`config.mk`:
```
export PLATFORM = sky130hd
export DESIGN_NAME = update_sequencer
export DESIGN_NICKNAME = d
export VERILOG_FILES = /design/src/rtl/update_sequencer.sv
export SDC_FILE = /design/constraint.sdc
export NUM_CORES = 1
export LEC_CHECK = 0
export ABC_AREA = 1
export CAP_MARGIN = 10
export CORE_UTILIZATION = 50
export CTS_BUF_LIST = sky130_fd_sc_hd__clkbuf_16
export CTS_CLUSTER_SIZE = 24
export DETAILED_ROUTE_END_ITERATION = 10
export PLACE_DENSITY = 0.79
export SYNTH_ARGS = -nofsm -noshare
export SYNTH_HDL_FRONTEND = slang
export SYNTH_SLANG_ARGS = --single-unit
```
`constraint.sdc`:
```
create_clock -name clk -period 4.1 [get_ports clk]
set_clock_uncertainty 0.1 [all_clocks]
set_input_delay 0.615 -clock clk [delete_from_list [all_inputs] [get_ports clk]]
set_output_delay 0.615 -clock clk [all_outputs]
set_load 0.02 [all_outputs]
```
`src/rtl/update_sequencer.sv`:
```
// Game-logic update sequencer: on each frame tick, starts the update phases one at a time,
// waits for each phase's done (bounded by a timeout), then issues one commit pulse.
//
// state  | meaning
// IDLE   | waiting for a tick with enable high
// START  | phase index latched; phase_start[p] registers out on the next cycle
// WAIT   | waiting for phase_done[p] or the wait limit
// COMMIT | one-cycle calculation_time pulse
module update_sequencer #(
  parameter int CLK           = 50000000,
  parameter int FPS           = 360,
  parameter int NUM_PHASES    = 4,
  parameter int PHASE_TIMEOUT = 4095
) (
  input  logic                  clk,
  input  logic                  rst,
  input  logic                  enable,
  input  logic                  clear_status,
  input  logic [NUM_PHASES-1:0] phase_done,
  output logic [NUM_PHASES-1:0] phase_start,
  output logic                  calculation_time,
  output logic                  busy,
  output logic [7:0]            overrun_count,
  output logic                  timeout_flag
);

  localparam int TICK_PERIOD = CLK / FPS;
  localparam int TW = (TICK_PERIOD > 1) ? $clog2(TICK_PERIOD) : 1;
  localparam int WW = (PHASE_TIMEOUT > 1) ? $clog2(PHASE_TIMEOUT) : 1;
  localparam logic [TW-1:0] TICK_LAST  = TW'(TICK_PERIOD - 1);
  localparam logic [WW-1:0] WAIT_LAST  = WW'(PHASE_TIMEOUT - 1);
  localparam logic [2:0]    LAST_PHASE = 3'(NUM_PHASES - 1);

  localparam logic [1:0] IDLE   = 2'd0;
  localparam logic [1:0] START  = 2'd1;
  localparam logic [1:0] WAIT   = 2'd2;
  localparam logic [1:0] COMMIT = 2'd3;

  logic [TW-1:0]         tick_cnt;
  logic                  tick;
  logic [1:0]            state;
  logic [2:0]            phase;
  logic [WW-1:0]         wait_cnt;
  logic                  done_sel;
  logic                  wait_limit;
  logic [NUM_PHASES-1:0] start_onehot;

  // Free-running frame timer, independent of enable.
  always_ff @(posedge clk or negedge rst) begin
    if (!rst) begin
      tick_cnt <= '0;
    end else if (tick) begin
      tick_cnt <= '0;
    end else begin
      tick_cnt <= tick_cnt + 1'b1;
    end
  end

  assign tick = (tick_cnt == TICK_LAST);

  // Only the done bit of the phase being waited on is observed.
  always_comb begin
    done_sel     = 1'b0;
    start_onehot = '0;
    for (int i = 0; i < NUM_PHASES; i++) begin
      if (phase == 3'(i)) begin
        done_sel = phase_done[i];
      end
      start_onehot[i] = (state == START) && (phase == 3'(i));
    end
  end

  assign wait_limit = (wait_cnt == WAIT_LAST);

  always_ff @(posedge clk or negedge rst) begin
    if (!rst) begin
      state    <= IDLE;
      phase    <= 3'd0;
      wait_cnt <= '0;
    end else begin
      case (state)
        IDLE: begin
          if (tick && enable) begin
            phase <= 3'd0;
            state <= START;
          end
        end
        START: begin
          wait_cnt <= '0;
          state    <= WAIT;
        end
        WAIT: begin
          if (done_sel || wait_limit) begin
            if (phase == LAST_PHASE) begin
              state <= COMMIT;
            end else begin
              phase <= phase + 3'd1;
              state <= START;
            end
          end else begin
            wait_cnt <= wait_cnt + 1'b1;
          end
        end
        COMMIT: state <= IDLE;
        default: state <= IDLE;
      endcase
    end
  end

  always_ff @(posedge clk or negedge rst) begin
    if (!rst) begin
      phase_start <= '0;
    end else begin
      phase_start <= start_onehot;
    end
  end

  assign busy             = (state != IDLE);
  assign calculation_time = (state == COMMIT);

  // Clear has priority over any same-cycle overrun or timeout.
  always_ff @(posedge clk or negedge rst) begin
    if (!rst) begin
      overrun_count <= 8'd0;
      timeout_flag  <= 1'b0;
    end else if (clear_status) begin
      overrun_count <= 8'd0;
      timeout_flag  <= 1'b0;
    end else begin
      if (tick && busy && (overrun_count != 8'hFF)) begin
        overrun_count <= overrun_count + 8'd1;
      end
      if ((state == WAIT) && wait_limit && !done_sel) begin
        timeout_flag <= 1'b1;
      end
    end
  end

endmodule

```
==> results.toml, run 1 <==
[floorplanning]
die_area_sq_um = 5910
core_sq_um = 5240
die_x_um = 76.9
pin_count = 23
die_h_um = 76.9
initial_core_util_pct = 53.5
row_count = 26

[cts]
cts.sinks = 48
cts_tree = "yes"
root_buffer = "clkbuf_16"
cts_max_level = 2
ctsResizeCount = 0
cts_setup_buffers = 0
cts_buffer_depth = 2
cts.clk_slew.worst_paths_ns = 0.06
clock_latency_ns = 0.29
holdBufCountCts = 0
cts_inserted_buffers = 5

[place]
gp_congestion = 0.918
portBuffers = 22
hpwl_um = 4190
place_area_sq_um = 3060
post-place-ws_ns = 1.67

[sta]
fmax_mhz = 446
slew_violations = 0
rsz0062_at_grt = "false"
max_slew_margin_pct = 31.0
fin_crit_sh_pct = 54.7
final_hold_viol_count = 0
tightest_slew_ns = 1.04
final.setup.tns_ns = 0
finalCriticalPeriod_ns = 2.24
fin_ws_ns = 1.86
finalSetupViolCount = 0

[logic_synthesis]
synth-seq-cells = 48
synthMuxAreaShare_pct = 0.357
synthSimpleGateAreaFrac_pct = 33.0
syn_avg_cell_area_sq_um = 7.66
netlist_area_sq_um = 2800
yosysSeqAreaShare_pct = 42.8
synth_top_family_by_area = "simple AND/OR/NAND/NOR gates"
synth-adder-area-share_pct = 4.02
yosys_warnings = 0
synth_nets = 383
synth_compound_area_share_pct = 3.79
yosysUniqueCellTypes = 33
synth_xor_area_share_pct = 7.18
synth_cells = 366

[global_route]
antenna_found_initial = 0
grt_pass1_wl_um = 10000
grt_max_degree = 49
first_global_vias = 2238
track_usage_pct = 21.5
grt.overflow.total = 0

[critical_path]
cp-end-kind = "flop"
critical_path.max_fanout = 12
path_class = "flop to flop"
start_kind = "flop"
cp.arrival_ns = 2.30
critPathRequiredTime_ns = 4.15

[drt]
antenna_left = 0
drc = 0
drt_iter0_drc = 162
routed-via-count = 2382
routedWlPerCell_um = 12.5
drt_wl_total_um = 5750
vias_per_cell = 5.18
first_pass_iters = 5

[run_status]
status = "finished clean"

[power]
power.leakage_nw = 1.60
peakVddDrop_v = 0.000161
powerDensity_nw_per_um2 = 277

[cells_and_area]
layout-drive-gt1-share_pct = 3.85
nNetsFinal = 406
register_area_sq_um = 1200
final_core_util_pct = 61.1
design_area_sq_um = 3200
area_growth_pct = 14.1
antennaDiodeCount = 0
fill_cells = 448
multi_input_area_sq_um = 1360

[run]
maxCapViolCount = 0

[hold_path]
worstHoldPathType = "flop to flop"
==> layout make-up <==
type                    instances  share of cell area (%)
repair buffers                 22                    6.73
clock buffers                   5                    3.91
inverters                      53                    6.22
multi-input cells             259                    42.4
flip-flops and latches         48                    37.5
well taps                      70                    2.74
clock inverters                 3                   0.469
==> registers in the layout (all words and copies together), names as in the netlist <==
name	count
overrun_count	8
state	2
phase_start	4
timeout_flag	1
wait_cnt	12
phase	3
tick_cnt	18
==> per-stage QoR <==
step           instances  total power, W  hold WS [ns]
4_1_cts              460        0.000895         0.382
6_report             460        0.000887         0.382
3_3_place_gp         452        0.000502         0.368
2_1_floorplan        366        0.000486         0.219
5_1_grt              460        0.000921         0.413
3_5_place_dp         452        0.000502         0.373
==> logic make-up after synthesis <==
family | after synthesis
compound gates | 16
xor+xnor | 23
mux | 1
fa+ha+maj | 9
flops | 48
simple gates | 210
buf+inv | 59
==> placed cells by master (no fill, tap or decap) <==
cell type        count
nand2_1             91
inv_2                1
inv_1               52
buf_2                1
clkinv_1             2
o21bai_1             1
nor2_1              45
a31o_2               1
dfrtp_1             48
and2_1               1
nand3_1             37
a21boi_0             1
or2_1                1
o22ai_1              3
o21a_1               1
nand3b_1             1
nand3_2              1
a21oi_4              1
nor2_4               2
nor2_2               1
clkinvlp_4           1
clkdlybuf4s50_1     21
nand4_1             12
nor3_1              14
xnor2_1              3
ha_1                 9
nor4_1               2
a21oi_1              4
clkbuf_16            5
nor3b_1              1
xor2_1              20
o21ai_0              4
mux2i_1              1
nand2_2              1
==> power breakdown <==
| group | switching, W | total (W) | leakage [nW] | internal, W |
|---|---|---|---|---|
| combinational | 0.0000129 | 0.0000191 | 0.878 | 0.00000617 |
| sequential | 0.0000000000000000000215 | 0.000474 | 0.651 | 0.000474 |
| clock | 0.000173 | 0.000394 | 0.0687 | 0.000222 |
| total | 0.000185 | 0.000887 | 1.60 | 0.000701 |
==> routing by layer <==
layer	GRT usage, %	share of wire, %	up-vias
met1	26.5	45	1120
met2	36.3	50	46
met4	7.31	1.3	0
met5	0	0	-
li1	-	-	1207
met3	5.24	3.7	9
==> worst paths after layout <==
path	from	end	slack (ns)	cells after the start
worst max-delay path	phase[0]	state[1]	1.86	10
min in group asynchronous	rst	tick_cnt[2]	0.41	1
worst min register to register	phase[2]	phase_start[0]	0.38	1
worst min-delay path	phase[2]	phase_start[0]	0.38	1
worst max register to register	phase[0]	state[1]	1.86	10
max in group asynchronous	rst	phase_start[3]	2.85	1
==> synth_stat cells, drive strengths merged <==
library cell	n	area [sq um]
xnor2	3	26.3
a21boi	1	7.51
xor2	20	175
and2	1	6.26
mux2i	1	10.0
buf	5	43.8
nor2	48	198
o21bai	1	7.51
nand3b	1	7.51
clkbuf	1	3.75
or2	1	6.26
inv	52	195
dfrtp	48	1200
o21ai	4	20.0
o21a	1	7.51
a31o	1	8.76
nand4	12	75.1
o22ai	3	18.8
clkinv	1	3.75
ha	9	113
nor3b	1	7.51
a21oi	5	36.3
nand2	92	348
nand3	38	195
nor3	14	70.1
nor4	2	12.5
==> worst max-delay path, cell delays in order (launching register included) <==
cell and delay (ns):
dfrtp_1 0.43, ha_1 0.23, ha_1 0.24, inv_1 0.13, nand2_1 0.07, inv_1 0.05
nand2_1 0.07, nand3_2 0.21, nand2_2 0.20, inv_1 0.25, o21ai_0 0.13
(Power assumes the default switching activity.)
==> run 2: changes to the inputs <==
--- a/config.mk
+++ b/config.mk
@@ -11,7 +11,7 @@
 export CTS_BUF_LIST = sky130_fd_sc_hd__clkbuf_16
 export CTS_CLUSTER_SIZE = 24
 export DETAILED_ROUTE_END_ITERATION = 10
-export PLACE_DENSITY = 0.79
+export PLACE_DENSITY = 0.82
 export SYNTH_ARGS = -nofsm -noshare
 export SYNTH_HDL_FRONTEND = slang
 export SYNTH_SLANG_ARGS = --single-unit
==> constraint.sdc (replaced) <==
create_clock -name clk -period 2 [get_ports clk]
set_clock_uncertainty 0.1 [all_clocks]
set_input_delay 0.3 -clock clk [delete_from_list [all_inputs] [get_ports clk]]
set_output_delay 0.3 -clock clk [all_outputs]
set_load 0.02 [all_outputs]
==> run 2 against run 1 <==
  * Critical path depth is 7 lower
  * Global-route usage increased by 1.7 points
  * Via count up 5.5%
  * Combinational power grew to 2.6 times the previous value
  * Non-clock buffer count is 10 higher
  * Flip-flop and latch count did not move
  * Final cell count rose by 2.2%
  * Clock power rose by 140%
  * Largest power group unchanged
==> results.toml, run 2 (synthesis results as in run 1) <==
[run_status]
status = "finished clean"

[place]
gp_congestion = 0.908
portBuffers = 22
dp.cells = 458
place_area_sq_um = 3120
hpwl_um = 4460

[cells_and_area]
design_area_sq_um = 3340
final_common_cell = "nand2_1"
top_regs = "tick_cnt (18), wait_cnt (12), overrun_count (8)"
layout-drive-gt1-share_pct = 7.75
layout_common_cells = "nand2_1 (90), inv_1 (50), dfrtp_1 (48)"
multi_input_area_sq_um = 1380
register_area_sq_um = 1200
largest_reg_flops = 18
top_register = "tick_cnt"
stdcell_count = 470
antennaDiodeCount = 0
area_growth_pct = 19.2
nNetsFinal = 416
final_core_util_pct = 63.8
fill_cells = 427

[hold_path]
worstHoldPathType = "input pin to async pin"

[power]
powerDensity_nw_per_um2 = 588
power.leakage_nw = 1.67
peakVddDrop_v = 0.000401

[drt]
wl_met1_um = 2620
routedWlPerCell_um = 13.3
routed-via-count = 2512
antenna_left = 0
first_pass_iters = 4
top_layer = "met4"
dr_wl_met3_um = 364
drt_wl_total_um = 6250
drt_iter0_drc = 215
drc = 0
vias_per_cell = 5.34
met2_length_um = 3160

[global_route]
antenna_found_initial = 0
grt_pass1_wl_um = 11000
grt_max_degree = 23
track_usage_pct = 23.2
first_global_vias = 2435
grt.overflow.total = 0

[sta]
tightest_slew_ns = 0.449
final.setup.tns_ns = 0
finalSetupViolCount = 0
holdWs_ns = 0.341
finalCriticalPeriod_ns = 1.90
fmax_mhz = 525
rsz0062_at_grt = "false"
final_hold_viol_count = 0
max_slew_margin_pct = 69.9
slew_violations = 0
fin_crit_sh_pct = 95.2

[cts]
cts_inserted_buffers = 5
cts_buffer_depth = 2
root_buffer = "clkbuf_16"
cts.clk_slew.worst_paths_ns = 0.06
cts.sinks = 48
cts_max_level = 2
cts_tree = "yes"
clock_latency_ns = 0.29

[floorplanning]
pin_count = 23
die_area_sq_um = 5910
row_count = 26
die_h_um = 76.9
initial_core_util_pct = 53.5
die_x_um = 76.9
core_sq_um = 5240

[critical_path]
start_kind = "flop"
cp-end-kind = "output pin"
critPathRequiredTime_ns = 1.60
path_class = "flop to output pin"
cp.arrival_ns = 1.50
r2r_slack_ns = 0.16
critical_path.max_fanout = 4

[run]
maxCapViolCount = 0
run 2: worst paths after layout:
path / depth (start not counted) / end / start
setup reg to reg: 10 / wait_cnt[11] / phase[0]
max in group asynchronous: 3 / tick_cnt[9] / rst
setup / recovery: 3 / busy / state[1]
min in group clk: 1 / phase_start[0] / phase[2]
hold reg to reg: 1 / phase_start[0] / phase[2]
hold / removal: 2 / tick_cnt[16] / rst
run 2: what timing repair did:
item | CTS | global route
hold buffers | 1 | 0
endpoints found under the setup margin | 0 | 18
hold endpoints to repair | 11 | 0
buffers inserted | 0 | 3
gates resized for setup | 0 | 7
run 2: report_power, final:
group / leakage [nW] / switching [W] / internal, W
combinational: 0.933 / 0.0000298 / 0.0000192
clock: 0.0814 / 0.000357 / 0.000587
sequential: 0.651 / 0.0000000000000000000650 / 0.000971
run 2: cell type report:
type / instances / share of cell area (%)
multi-input cells: 259 / 41.3
inverters: 53 / 5.95
repair buffers: 32 / 9.14
clock inverters: 3 / 1.27
well taps: 70 / 2.62
clock buffers: 5 / 3.74
flip-flops and latches: 48 / 35.9
run 2: stage by stage:
stage,power (W),setup slack [ns]
6_report,0.00196,0.0957
5_1_grt,0.00202,0.0109
4_1_cts,0.00197,0.0764
3_5_place_dp,0.00104,0.0962
3_3_place_gp,0.00104,0.148
2_1_floorplan,0.000996,0.318
run 2: worst max-delay path: stages, from the launching register on:
cell and delay [ns]:
dfrtp_1 0.44, nor2_2 0.16, inv_1 0.08, clkdlybuf4s50_1 0.54
run 2: layer usage:
metal	vias up	global-route usage (%)
met5	-	0
li1	1229	-
met1	1186	28.5
met3	12	5.71
met2	85	40.4
met4	0	6.15
